`config.mk`:
```
export PLATFORM = sky130hd
export DESIGN_NAME = spi_slave
export DESIGN_NICKNAME = d
export VERILOG_FILES = /design/src/rtl/spi_slave.sv
export SDC_FILE = /design/constraint.sdc
export NUM_CORES = 1
export LEC_CHECK = 0
export BUFFER_PORTS_ARGS = -buffer_cell sky130_fd_sc_hd__buf_2
export CORE_ASPECT_RATIO = 0.7
export CORE_MARGIN = 2
export CORE_UTILIZATION = 49
export DETAILED_ROUTE_END_ITERATION = 12
export HOLD_SLACK_MARGIN = 0.15
export PLACE_DENSITY = 0.77
export REMOVE_ABC_BUFFERS = 1
export SETUP_SLACK_MARGIN = 0.05
export SKIP_LAST_GASP = 1
export SLEW_MARGIN = 25
export SYNTH_ARGS = -nofsm -noshare
export SYNTH_HDL_FRONTEND = slang
export SYNTH_SLANG_ARGS = --single-unit
```
`constraint.sdc`:
```
create_clock -name clk -period 1.9 [get_ports clk]
set_clock_uncertainty 0.2 [all_clocks]
set_input_delay 0.19 -clock clk [delete_from_list [all_inputs] [get_ports clk]]
set_output_delay 0.19 -clock clk [all_outputs]
set_load 0.1 [all_outputs]
```
`src/rtl/spi_slave.sv`:
```
// spi_slave -- SPI mode-0 slave front end for the packet controller.
// Brings SCK/MOSI/CS_N into the clk domain, deserialises MSB-first bytes onto
// rx_data/rx_stb and serialises the controller's tx_data byte onto spi_miso.
// Build macro SPI_MISO_TRISTATE_EN: release spi_miso (1'bz) while idle or in
// reset so MISO can be shared; otherwise spi_miso is driven low when idle.
module spi_slave #(
  parameter int SYNC_STAGES = 2
) (
  input  logic       clk,
  input  logic       rst,
  input  logic       spi_sck,
  input  logic       spi_mosi,
  input  logic       spi_cs_n,
  output logic       spi_miso,
  input  logic [7:0] tx_data,
  output logic [7:0] rx_data,
  output logic       rx_stb,
  output logic       tsx_start
);

  // Pin lanes carried side by side through the synchroniser.
  localparam int LANES  = 3;
  localparam int L_SCK  = 0;
  localparam int L_MOSI = 1;
  localparam int L_CS   = 2;
  // Idle pin levels: SCK low, MOSI low, CS_N high -> reset makes no edges.
  localparam logic [LANES-1:0] PIN_RST = 3'b100;
  // First reply byte is loaded this many cycles after the tsx_start cycle.
  localparam int LOAD_DLY = 2;

  typedef enum logic {IDLE, ACTIVE} state_t;

  generate
    if (SYNC_STAGES < 2 || SYNC_STAGES > 4) begin : g_bad_sync
      $error("spi_slave: SYNC_STAGES must be 2..4");
    end
  endgenerate

  logic [SYNC_STAGES-1:0][LANES-1:0] sync_q;
  logic [LANES-1:0]                  pin_s;
  logic [LANES-1:0]                  hist_q;
  logic                              sck_rise;
  logic                              sck_fall;
  logic                              cs_fall;
  logic                              cs_rise;
  logic                              mosi_s;
  logic [SYNC_STAGES:0]              flush_pipe;
  logic                              armed;
  state_t                            state;
  logic [2:0]                        bit_cnt;
  logic [6:0]                        rx_shift;
  logic [7:0]                        tx_shift;
  logic                              byte_done;
  logic [LOAD_DLY:0]                 vld_pipe;

  // Synchroniser chain for all three pins, followed by one edge-history stage.
  always_ff @(posedge clk) begin
    if (rst) begin
      sync_q <= {SYNC_STAGES{PIN_RST}};
      hist_q <= PIN_RST;
    end else begin
      sync_q <= {sync_q[SYNC_STAGES-2:0], {spi_cs_n, spi_mosi, spi_sck}};
      hist_q <= pin_s;
    end
  end

  assign pin_s    = sync_q[SYNC_STAGES-1];
  assign sck_rise =  pin_s[L_SCK] & ~hist_q[L_SCK];
  assign sck_fall = ~pin_s[L_SCK] &  hist_q[L_SCK];
  assign cs_fall  = ~pin_s[L_CS]  &  hist_q[L_CS];
  assign cs_rise  =  pin_s[L_CS]  & ~hist_q[L_CS];
  // MOSI from the history stage: sampled just before the detected SCK rise,
  // well inside the half-period where the host holds it stable.
  assign mosi_s   = hist_q[L_MOSI];

  // After reset the chain still holds reset levels; wait until it carries real
  // pin values and CS reads high, so a CS held low across reset cannot look
  // like a fresh frame start.
  always_ff @(posedge clk) begin
    if (rst) begin
      flush_pipe <= '0;
      armed      <= 1'b0;
    end else begin
      flush_pipe <= {flush_pipe[SYNC_STAGES-1:0], 1'b1};
      if (flush_pipe[SYNC_STAGES] && pin_s[L_CS] && hist_q[L_CS])
        armed <= 1'b1;
    end
  end

  // Frame FSM with bit counter, receive deserialiser and reply serialiser.
  always_ff @(posedge clk) begin
    if (rst) begin
      state     <= IDLE;
      bit_cnt   <= '0;
      rx_shift  <= '0;
      tx_shift  <= '0;
      rx_data   <= '0;
      rx_stb    <= 1'b0;
      tsx_start <= 1'b0;
      byte_done <= 1'b0;
      vld_pipe  <= '0;
    end else begin
      rx_stb    <= 1'b0;
      tsx_start <= 1'b0;
      vld_pipe  <= {vld_pipe[LOAD_DLY-1:0], 1'b0};
      case (state)
        IDLE: begin
          if (cs_fall && armed) begin
            state     <= ACTIVE;
            tsx_start <= 1'b1;
            bit_cnt   <= '0;
            rx_shift  <= '0;
            byte_done <= 1'b0;
            vld_pipe  <= {{LOAD_DLY{1'b0}}, 1'b1};
          end
        end
        ACTIVE: begin
          if (cs_rise) begin
            // CS wins over any SCK edge in the same cycle; partial byte dropped.
            state     <= IDLE;
            bit_cnt   <= '0;
            byte_done <= 1'b0;
            vld_pipe  <= '0;
          end else begin
            if (sck_rise) begin
              rx_shift <= {rx_shift[5:0], mosi_s};
              bit_cnt  <= bit_cnt + 3'd1;
              if (bit_cnt == 3'd7) begin
                rx_data   <= {rx_shift, mosi_s};
                rx_stb    <= 1'b1;
                byte_done <= 1'b1;
              end
            end
            // Header byte load gets priority; host timing keeps SCK quiet then.
            if (vld_pipe[LOAD_DLY]) begin
              tx_shift <= tx_data;
            end else if (sck_fall) begin
              if (bit_cnt != 3'd0) begin
                tx_shift <= {tx_shift[6:0], 1'b0};
              end else if (byte_done) begin
                tx_shift  <= tx_data;
                byte_done <= 1'b0;
              end
            end
          end
        end
        default: state <= IDLE;
      endcase
    end
  end

  // MISO pin: current reply bit while a frame is active.
`ifdef SPI_MISO_TRISTATE_EN
  assign spi_miso = (state == ACTIVE && !rst) ? tx_shift[7] : 1'bz;
`else
  assign spi_miso = (state == ACTIVE) && !rst && tx_shift[7];
`endif

endmodule

```
Word-level counts from Yosys, hierarchy flattened
Index checks and enable logic that the tools add are counted.
{ "totals": {"regBits": 46, "in_bits": 13, "output_inout_bits": 11, "elab_cells": 76} }
{ "op_classes": {"n_addsub": 1, "n_eq_ne": 5, "n_mux": 29, "n_bitwise": 11, "reduce_logical": 15} }
{ "ops": {"columns": ["cell", "n"], "rows": [
  ["$mux W8", 4],
  ["$mux W7", 3],
  ["$mux W3", 5],
  ["$pmux W7 S2", 1],
  ["$mux W1", 12],
  ["$pmux W3 S2", 2],
  ["$reduce_and A4 Y1", 2],
  ["$not A1 Y1", 7],
  ["$ne A2 B2 Y1 const B", 3],
  ["$reduce_bool A3 Y1", 2],
  ["$logic_and A1 B1 Y1", 5],
  ["$and A1 B1 Y1", 4],
  ["$pmux W1 S2", 2],
  ["$reduce_or A4 Y1", 1],
  ["$add A3 B1 Y3 const B", 1],
  ["$eq A3 B3 Y1 const B", 1],
  ["$ne A3 B3 Y1 const B", 1],
  ["$reduce_and A3 Y1", 1],
  ["$reduce_and A2 Y1", 1],
  ["$reduce_bool A2 Y1", 1],
  ["$reduce_or A2 Y1", 1],
  ["$logic_not A1 Y1", 1]
]} }

Logic depth before layout (Yosys ltp)
{ "logic_depth": {"depth_word": 9, "depth_mapped": 7, "ltp_nobuf": 6} }

Least setup slack after synthesis
No wires, ideal clock.
{ "synth_path": {"path_type": "flip-flop to flip-flop", "startpoint": "register bit_cnt[0]", "endpoint": "register tx_shift[5]", "setup_ns": 0.079, "arrival_ns": 1.579, "t_required_ns": 1.621, "path_slack_ns": 0.042, "stages_incl_launch_ff": 8, "path_buffers": 1, "synth_period_minus_slack_ns": 1.858, "cell_sequence": "dfxtp_1 inv_1 ha_1 nor4b_2 a2111oi_4 buf_6 nor2_1 a211oi_2"} }
{ "synth_via": {"elab_chain_len": 4, "word_cells_on_any_way": 6, "classes_between": "mux (3); reduce/logical (3)"} }
{ "synth_rtl": {"columns": ["item", "line", "rtl"], "rows": [
  ["start, declared", "50", "logic [2:0] bit_cnt;"],
  ["start signal, assigned", "127", "bit_cnt <= bit_cnt + 3'd1;"],
  ["$reduce_bool A3 Y1 *", "138", "if (bit_cnt != 3'd0) begin"],
  ["$mux W8", "138", null],
  ["$mux W8", "137", "end else if (sck_fall) begin"],
  ["$mux W8", "135", "if (vld_pipe[LOAD_DLY]) begin"],
  ["end signal, assigned", "136", "tx_shift <= tx_data;"],
  ["end signal, assigned", "139", "tx_shift <= {tx_shift[6:0], 1'b0};"],
  ["end signal, assigned", "141", "tx_shift <= tx_data;"],
  ["end, declared", "52", "logic [7:0] tx_shift;"]
]} }
Every way passes the cells marked *; elsewhere a longest branch is shown, timed or not. The select of a mux whose other input is x is not followed.
A chain may end at the register's enable or synchronous reset.

Worst setup path after layout
{ "layout_path": {"startpoint": "register bit_cnt[0]", "endpoint": "register tx_shift[4]"} }
Same word-level chain as after synthesis.

==> flow_metrics.tcl <==
set metrics [dict create \
    setup_viol 0 \
    antenna_found_initial 0 \
    clk_pin_slew_ps 80 \
    start_util_pct 51.9 \
    fp-row-count 17 \
    swShare_pct 22.3 \
    leakage_nw 0.874 \
    yosysTopAreaCell "dfxtp_1" \
    grt_first_pass_wirelength_mm 5.87 \
    finalNonFillerCells 249 \
    yosys_most_used_dff "dfxtp_1" \
    overflow 0 \
    max_cap_violations 0 \
    num_vias 1319 \
    fmax_mhz 546 \
    slowest_delay_ps 400 \
    port_buffers 23 \
    grt_max_degree 30 \
    cts_sinks 45 \
    fin_area_sq_um 2150 \
    peakVddDrop_mv 0.470 \
    pwr-share-comb_pct 4.7 \
    core-area_sq_um 3170 \
    worst-endpoint-required_ps 1910 \
    worstPathMaxFanout 7 \
    cp-start-kind "flip-flop" \
    fin_util_pct 67.8 \
    synth_edf_count 0 \
    tightest_slew_ps 491 \
    yosysWarnings 0 \
    place_hpwl_mm 2.18 \
    grt.total_usage_pct 20.8 \
    drive_above_1_share_pct 29.4 \
    area_delta_synth_final_pct 30.6 \
    synth_cells 161 \
    synthArstFlopShare_pct 0 \
    placed_cells 221 \
    netlist_top_cells_area "dfxtp_1, mux2i_1, nor2b_1" \
    ant_nets 0 \
    place_congestion 0.835 \
    cts_tree "done" \
    dieArea_sq_um 3840 \
    hold_viol 0 \
    pin_count 24 \
    pwr-share-clk_pct 35.9 \
    synthDistinctLibCells 33 \
    seqPwrFrac_pct 59.4 \
    powerDensity_nw_per_um2 752 \
    first_pass_iters 4 \
    cts_buffers 5 \
    drcViolationCount 0 \
    path_cells "inv_2 > ha_4 > nor4b_4 > a2111oi_4 > buf_4 > nor2_1 > a211oi_1" \
    fin_setup_tns_ps 0 \
    crit_type "reg2reg" \
    die_w_um 73.3 \
    cts_max_level 2 \
    fin_nets 226 \
    finalCritPeriodShare_pct 96.3 \
    holdCritPathClass "in2reg" \
    synth-seq-area-share_pct 54.8 \
    rsz0062_at_grt "true" \
    netlist_area_sq_um 1650 \
    placement.cell_area_sq_um 1830 \
    clock_path_buffers 2 \
    end_kind "flip-flop" \
    grt_pass1_vias 1341 \
    wirelength_mm 3.48 \
    via_per_inst 5.30 \
    clock_latency_ps 300 \
    maxSlewHeadroom_pct 67.5 \
    drtIter0Drc 76 \
    ys_ff_latch 45 \
    crit_arrival_ps 1840 \
    drv_slew 0 \
    die_y_um 52.5 \
    crit_slowest_cell "a2111oi_4" \
    outcome "completed" \
    yosys.area.top_type_share_pct 54.8 \
    period_needed_ps 1830 \
    intPower_mw 1.26 \
    antenna_cells 0 \
    cts-root-buf "clkbuf_8" \
    post_synth.cell_area_avg_sq_um 10.2 \
    routedWlPerCell_um 14.0 \
    power.switching_mw 0.361 \
]
cells in the mapped netlist, drive strengths merged (2+ instances only):
| library cell | n |
|---|---|
| ha | 3 |
| and3 | 4 |
| clkbuf | 5 |
| o22ai | 6 |
| a21oi | 3 |
| nor2 | 14 |
| o21ai | 8 |
| a211oi | 7 |
| mux2i | 8 |
| nand3 | 9 |
| dfxtp | 45 |
| nand3b | 2 |
| inv | 6 |
| a32oi | 2 |
| nand2b | 5 |
| buf | 2 |
| or2 | 3 |
| nor2b | 11 |
| nand2 | 9 |
path summary, 6_finish.rpt:
check                  start       endpoint  slack, ps  cells past startpoint
setup / recovery  bit_cnt[0]    tx_shift[4]         70                      7
hold reg to reg    sync_q[2]       pin_s[2]        220                      1
hold / removal           rst  flush_pipe[1]        180                      3
setup reg to reg  bit_cnt[0]    tx_shift[4]         70                      7
kinds of logic after synthesis:
logic type               Yosys count  synth area share (%)
flip-flops                        45                  54.8
AO/OA/AOI/OAI                     30                  13.8
buffers and inverters             13                  3.42
AND/OR/NAND/NOR                   62                  20.9
adder cells (fa/ha/maj)            3                  2.28
multiplexers                       8                  4.87
layer usage:
metal | vias to the layer above | share of wire [%] | global-route usage, %
met1 | 623 | 45 | 23.6
li1 | 661 | - | -
met5 | - | 0 | 0
met3 | 11 | 3.3 | 5.58
met4 | 0 | 2.7 | 10.5
met2 | 24 | 49 | 36.0
sequential cells by signal (all words and copies together) (netlist names), 2 cells and up:
| signal | flops |
|---|---|
| pin_s | 3 |
| vld_pipe | 2 |
| rx_data | 8 |
| bit_cnt | 3 |
| sync_q | 3 |
| rx_shift | 7 |
| hist_q | 3 |
| tx_shift | 8 |
| flush_pipe | 3 |
placed cells by master (no fill, tap or decap), drive strengths merged, types with 2 or more instances in the layout:
master,count
nand3,9
and3,4
nand3b,2
nand2,9
a32oi,2
ha,3
a21oi,3
clkbuf,6
dfxtp,45
nor2,14
nor2b,11
a211oi,7
dlygate4sd3,12
o22ai,6
clkinv,3
o21ai,8
buf,36
inv,6
nand2b,5
or2,3
mux2i,8
final cells by class:
cell class,instances,area (sq um)
fill,238,1020
tap,38,47.5
clock inverter,3,22.5
clock buffer,5,68.8
sequential,45,903
multi-input combinational,103,719
inverter,6,22.5
timing repair buffer,49,365
metrics by stage:
step	hold slack (ps)	power (mW)	setup WS, ps
global placement	173	1.03	98.4
floorplan	54.6	1.01	-72.6
global route	201	1.68	23.7
CTS	171	1.63	48.8
finish	185	1.62	70.0
detailed placement	181	1.04	-27.8
critical path, delay by kind of cell, from the launching register on:
family / cells / cell delay (ps)
buffers and inverters: 2 / 280
adders and majority gates: 1 / 160
AOI/OAI and AO/OA: 2 / 570
DFF: 1 / 340
and+or+nand+nor: 2 / 190
repair_timing:
action / in CTS / in global routing
cloned: 1 / 0
buffers inserted: 6 / 2
pin swaps: 2 / 8
gates resized for setup: 10 / 2
hold buffers: 12 / 0
endpoints found under the hold margin: 12 / 0
setup endpoints to repair: 8 / 8
power groups by stage:
| stage | Clock (mW) | Combinational (mW) | Sequential [mW] |
|---|---|---|---|
| 2_1_floorplan | 0 | 0.0239 | 0.981 |
| 6_report | 0.581 | 0.0755 | 0.960 |
| 3_5_place_dp | 0 | 0.0550 | 0.982 |
| 3_3_place_gp | 0 | 0.0520 | 0.981 |
| 4_1_cts | 0.598 | 0.0743 | 0.960 |
| 5_1_grt | 0.632 | 0.0836 | 0.961 |
No activity file was read; power rests on OpenSTA's default activity.
